[src/rtl/drum_timing_gen.sv]
// Master drum timing generator: bit-time / word-time counters and strobes
// phase-locked to the long-line revolution, plus post-reset flush gating.
// Optional macro G15_TIMING_CHECK_EN adds CN timing-track readback compare.
module drum_timing_gen #(
   parameter int BITS_PER_WORD = 29,
   parameter int WORDS_PER_REV = 108,
   parameter int FLUSH_REVS    = 1
) (
   input  logic       CLOCK,
   input  logic       RESET,
`ifdef G15_TIMING_CHECK_EN
   input  logic       CN_TRACK,
   output logic       TIMING_ERR,
`endif
   output logic       T0,
   output logic       T1,
   output logic       T28,
   output logic [4:0] TBIT,
   output logic [6:0] WORD,
   output logic       WORD_ODD,
   output logic       REV_START,
   output logic       DRUM_READY
);

   localparam logic [4:0] TB_MAX = 5'(BITS_PER_WORD - 1);
   localparam logic [6:0] WD_MAX = 7'(WORDS_PER_REV - 1);
   localparam int         FCW    = (FLUSH_REVS < 1) ? 1 : $clog2(FLUSH_REVS + 1);

   typedef enum logic {FLUSH, RUN} state_t;

   logic [4:0]     tbit;
   logic [6:0]     word;
   logic           tbit_wrap, word_wrap, rev_end;
   state_t         state, state_nxt;
   logic [FCW-1:0] fcnt, fcnt_nxt;
   logic [FCW:0]   fcnt_inc;

   // Out-of-range (upset) values are treated as the wrap point.
   assign tbit_wrap = (tbit >= TB_MAX);
   assign word_wrap = (word >= WD_MAX);
   // Last bit of the revolution: the next edge lands on REV_START.
   assign rev_end   = tbit_wrap & word_wrap;
   assign fcnt_inc  = {1'b0, fcnt} + (FCW+1)'(1);

   // Free-running bit and word counters.
   always_ff @(posedge CLOCK) begin
      if (RESET) begin
         tbit <= '0;
         word <= '0;
      end else begin
         tbit <= tbit_wrap ? 5'd0 : tbit + 5'd1;
         if (tbit_wrap) word <= word_wrap ? 7'd0 : word + 7'd1;
      end
   end

   // Flush FSM state and revolution count register.
   always_ff @(posedge CLOCK) begin
      if (RESET) begin
         state <= FLUSH;
         fcnt  <= '0;
      end else begin
         state <= state_nxt;
         fcnt  <= fcnt_nxt;
      end
   end

   // Count completed revolutions; the transition is taken on the edge that
   // enters the next REV_START so DRUM_READY rises together with it.
   always_comb begin
      state_nxt = state;
      fcnt_nxt  = fcnt;
      case (state)
         FLUSH: begin
            if (FLUSH_REVS == 0) begin
               state_nxt = RUN;
            end else if (rev_end) begin
               fcnt_nxt = fcnt_inc[FCW-1:0];
               if (fcnt_inc == (FCW+1)'(FLUSH_REVS)) state_nxt = RUN;
            end
         end
         RUN:     state_nxt = RUN;
         default: state_nxt = FLUSH;
      endcase
   end

   // FSM output and zero-latency strobe decodes.
   always_comb begin
      DRUM_READY = (state == RUN);
      TBIT       = tbit;
      WORD       = word;
      T0         = (tbit == 5'd0);
      T1         = (tbit == 5'd1);
      T28        = (tbit == 5'd28);
      WORD_ODD   = word[0];
      REV_START  = (tbit == 5'd0) && (word == 7'd0);
   end

`ifdef G15_TIMING_CHECK_EN
   logic [6:0] cn_sr;
   logic       err_q;
   logic       cmp_fail;

   // Compare the word number assembled from T0..T6 against WORD at T7.
   assign cmp_fail   = (tbit == 5'd7) && DRUM_READY && (cn_sr != word);
   assign TIMING_ERR = err_q | cmp_fail;

   // CN track is LSB first, so shift right; error flag is sticky to RESET.
   always_ff @(posedge CLOCK) begin
      if (RESET) begin
         cn_sr <= '0;
         err_q <= 1'b0;
      end else begin
         if (tbit <= 5'd6) cn_sr <= {CN_TRACK, cn_sr[6:1]};
         if (cmp_fail)     err_q <= 1'b1;
      end
   end
`endif

endmodule

[config.mk]
export PLATFORM = sky130hd
export DESIGN_NAME = drum_timing_gen
export DESIGN_NICKNAME = d
export VERILOG_FILES = /design/src/rtl/drum_timing_gen.sv
export SDC_FILE = /design/constraint.sdc
export NUM_CORES = 1
export LEC_CHECK = 0
export ABC_AREA = 1
export CAP_MARGIN = 25
export CORE_UTILIZATION = 41
export CTS_CLUSTER_SIZE = 14
export DETAILED_ROUTE_END_ITERATION = 16
export PLACE_DENSITY = 0.73
export SYNTH_ARGS = -nofsm -noshare
export SYNTH_HDL_FRONTEND = slang
export SYNTH_SLANG_ARGS = --single-unit
[constraint.sdc]
create_clock -name CLOCK -period 1.2 [get_ports CLOCK]
set_input_delay 0.36 -clock CLOCK [delete_from_list [all_inputs] [get_ports CLOCK]]
set_output_delay 0.36 -clock CLOCK [all_outputs]
set_load 0.005 [all_outputs]
==> results.json <==
{
  "numCtsBuffers": 3,
  "insertion_delay_ns": 0.30,
  "final_common_cell": "buf_6",
  "area_growth_pct": 94.4,
  "cts_buffer_depth": 2,
  "core_sq_um": 1590,
  "portBuffers": 19,
  "drcViolationCount": 0,
  "die-area_sq_um": 1970,
  "fin_skew_ns": 0.00745,
  "grt_use_met3": 0.0327,
  "core.rowCount": 14,
  "antenna_left": 0,
  "yosysSeqAreaShare": 0.381,
  "fp.dieH_microns": 44.4,
  "die_w_microns": 44.4,
  "synth_area_sq_um": 736,
  "cellPowerDensity_nw_per_um2": 719,
  "postSynthAreaPerCell_sq_um": 7.43,
  "hold_ws_ns": 0.494,
  "final_core_util": 0.897,
  "grt_use_met2": 0.471,
  "crit_arrival_ns": 1.35,
  "pin_count": 20,
  "drt-initial-drc-count": 19,
  "wire_per_inst_microns": 14.3,
  "firstDrtPassIters": 5,
  "final_nets": 161,
  "place_ws_ns": -0.513,
  "yosysWarnings": 0,
  "mostFrequentLayoutCells": "buf_6, buf_4, nor2_1, inv_1, dfxtp_2",
  "min_period_ns": 1.71,
  "ir_drop_uv": 765,
  "path_class": "register to output pin",
  "ys_types": 22,
  "critPathRequiredTime_ns": 0.84,
  "antenna_found_initial": 0,
  "drive_gt1_frac": 0.634,
  "routed_via_density": 5.06,
  "cts_max_level": 1,
  "dp.final_hpwl_microns": 1340,
  "grt_pass1_wl_microns": 3530,
  "gr-max-usage-layer": "met2",
  "cts.sinks": 14,
  "globalRouteOverflowTotal": 0,
  "timing.final.crit_share": 1.43,
  "cts_tree": "done",
  "cts_root_buffer": "clkbuf_4",
  "cp_max_fo": 3,
  "clock.fmax_mhz": 583,
  "violations": "setup timing",
  "drv_slew": 0,
  "grt.met1_usage": 0.245,
  "ys_seq_elements": 14,
  "critical_path.startpoint_type": "register",
  "track_usage": 0.251,
  "tightest_slew_ns": 0.270,
  "rsz0062_at_grt": "yes",
  "grt_max_degree": 9,
  "diodes": 0,
  "num-fill-cells": 68,
  "setup_tns_ns": -2.66,
  "gp_congestion": 0.824,
  "floorplan.initialDensity": 0.462,
  "num_vias": 896,
  "drt_wl_total_microns": 2530,
  "maxSlewHeadroom": 0.819,
  "cp-end-kind": "output pin",
  "p_leak_nw": 0.631,
  "synth_cells": 99,
  "hold_violations": 0,
  "grt_pass1_vias": 860,
  "max-cap-violations": 0,
  "worst_slack_ns": -0.515,
  "clk_pin_slew_ns": 0.09,
  "setup_viol": 26,
  "syn_nets": 106,
  "hold_class": "register to register",
  "status": "finished, violations left"
}
==> final timing paths <==
path,startpoint,end,slack (ns),cells after the start
hold reg to reg,WORD[1]$_SDFFE_PP0N_,WORD[1]$_SDFFE_PP0N_,0.49,2
setup reg to reg,TBIT[4]$_SDFF_PP0_,WORD[6]$_SDFFE_PP0N_,-0.10,8
setup / recovery,TBIT[2]$_SDFF_PP0_,REV_START,-0.51,3
hold / removal,WORD[1]$_SDFFE_PP0N_,WORD[1]$_SDFFE_PP0N_,0.49,2
==> worst max-delay path: stages (launching register included) <==
cell and delay, ns:
dfxtp_2 0.33, or2_4 0.27, nor4_4 0.29, buf_2 0.16
==> state kept, by name, summed over array words and instances, names as in the netlist <==
register    flops
WORD            7
fcnt            1
TBIT            5
DRUM_READY      1
==> kinds of logic after synthesis <==
kind of cell	synth area share
adder cells (fa/ha/maj)	0.0850
flip-flops	0.381
buffers and inverters	0.107
AND/OR/NAND/NOR	0.310
AO/OA/AOI/OAI	0.0935
XOR/XNOR	0.0238
==> cell type report <==
class | count | area (sq um) | area share
sequential | 14 | 302 | 0.211
tap | 24 | 30.0 | 0.0210
inverter | 19 | 76.3 | 0.0534
multi-input combinational | 65 | 509 | 0.356
timing repair buffer | 51 | 477 | 0.333
clock buffer | 4 | 36.3 | 0.0254
==> cells in the mapped netlist, drive strengths merged <==
| cell | instances | area share |
|---|---|---|
| buf | 1 | 0.010 |
| inv | 19 | 0.097 |
| nor2 | 18 | 0.11 |
| nand3 | 5 | 0.048 |
| xor2 | 1 | 0.012 |
| a31oi | 1 | 0.0085 |
| xnor2 | 1 | 0.012 |
| o21bai | 2 | 0.020 |
| a21oi | 5 | 0.039 |
| or2 | 1 | 0.0085 |
| ha | 5 | 0.085 |
| nand4 | 5 | 0.043 |
| dfxtp | 14 | 0.38 |
| nor4 | 1 | 0.0085 |
| nand2 | 13 | 0.066 |
| o21ai | 3 | 0.026 |
| nor3 | 4 | 0.027 |
==> power breakdown <==
| part | leakage (nW) | switching [mW] | internal, mW |
|---|---|---|---|
| Sequential | 0.120 | 0.00570 | 0.471 |
| Clock | 0.0210 | 0.176 | 0.185 |
| Combinational | 0.490 | 0.0829 | 0.107 |
==> through the flow <==
step / cells / power [mW] / cell area (sq um)
global route: 177 / 1.08 / 1430
global placement: 161 / 0.636 / 1120
CTS: 172 / 1.01 / 1340
floorplan: 99 / 0.553 / 762
detailed placement: 161 / 0.639 / 1120
finish: 177 / 1.03 / 1430
==> timing repair <==
item,4_1_cts,5_1_grt
pin swaps,6,16
endpoints found under the setup margin,27,28
hold buffers,0,0
buffers inserted,7,11
gates resized for setup,123,21
==> per-layer routing <==
metal  up-vias  wire [microns]
met3        11             136
met4         0              85
met2        44            1360
met1       414             946
li1        427               -
met5         -               0
No activity file was read; power rests on OpenSTA's default activity.
==> RTL edit (same settings) <==
Add a define of `G15_TIMING_CHECK_EN`.
--- a/src/rtl/drum_timing_gen.sv
+++ b/src/rtl/drum_timing_gen.sv
@@ -3,2 +3,4 @@
 // Optional macro G15_TIMING_CHECK_EN adds CN timing-track readback compare.
+`define G15_TIMING_CHECK_EN
+
 module drum_timing_gen #(
Ports: changed (added CN_TRACK and TIMING_ERR); port bits go from 20 to 22. The function was not compared with the original's and may differ.
==> RTL edit against the original RTL <==
The run now fails in global routing. Area after synthesis up 53%.
==> RTL edit: results <==
[floorplanning]
rows = 18

[synth]
synth_compound_area_frac = 0.1036
ys_top_cells_by_area = dfxtp_1 39%, nand2_1 13%, inv_1 8.7%
yosys_warnings = 0
yosys-mux-area-fraction = 0
avgSynthCellArea_um2 = 7.111
synth_cell_types = 25
yosys.area_share.adder = 0.05568
synth.yosys.seq_area_share = 0.3920
syn-num-nets = 166
synthTopCellsByCount = 38 x nand2_1, 26 x inv_1, 22 x dfxtp_1, 15 x nor2_1, 11 x a21oi_1
synth-xor-area-share = 0.02339

[grt]
grt_antenna_before_repair = 0

[status]
stop_stage = global routing
error_line = [ERROR DPL-0033] detailed placement checks failed during check placement.
status = did not finish

[sta]
worst_endpoint_kind = output port
crit_endpoint = TIMING_ERR

[placement]
dp_hpwl_um = 2224
place_area_mm2 = 0.001728
portBuffers = 21
dp.cells = 250
gp_congestion = 0.7910

[clocking]
clockRootBuffer = clkbuf_4
htree_levels = 1
cts_sinks = 22
RTL edit: changes by cell type after synthesis, sizes merged, moves of 2 or more:
cell,change
a21oi,+6
dfxtp,+8
inv,+7
nand2,+26
nor3,+2
nor3b,+3
o21ai,+7
o21bai,-2
RTL edit: repair_timing:
item                                    4_1_cts
endpoints found under the setup margin       35
buffers inserted                             22
pin swaps                                    17
resized for setup                           170
gates cloned                                  1
RTL edit: cell families after synthesis:
logic type	Yosys count
XOR/XNOR	3
AND/OR/NAND/NOR	77
buffers and inverters	29
flip-flops	22
AO/OA/AOI/OAI	22
adder cells (fa/ha/maj)	5
RTL edit: through the flow:
stage,hold slack [ps],setup slack [ps],TNS [ps],util
4_1_cts,481.9,-625.7,-6800,0.8681
3_5_place_dp,463.8,-536.6,-7021,0.6850
3_3_place_gp,443.2,-515.1,-6262,0.6850
2_1_floorplan,429.1,-56.96,-81.92,-
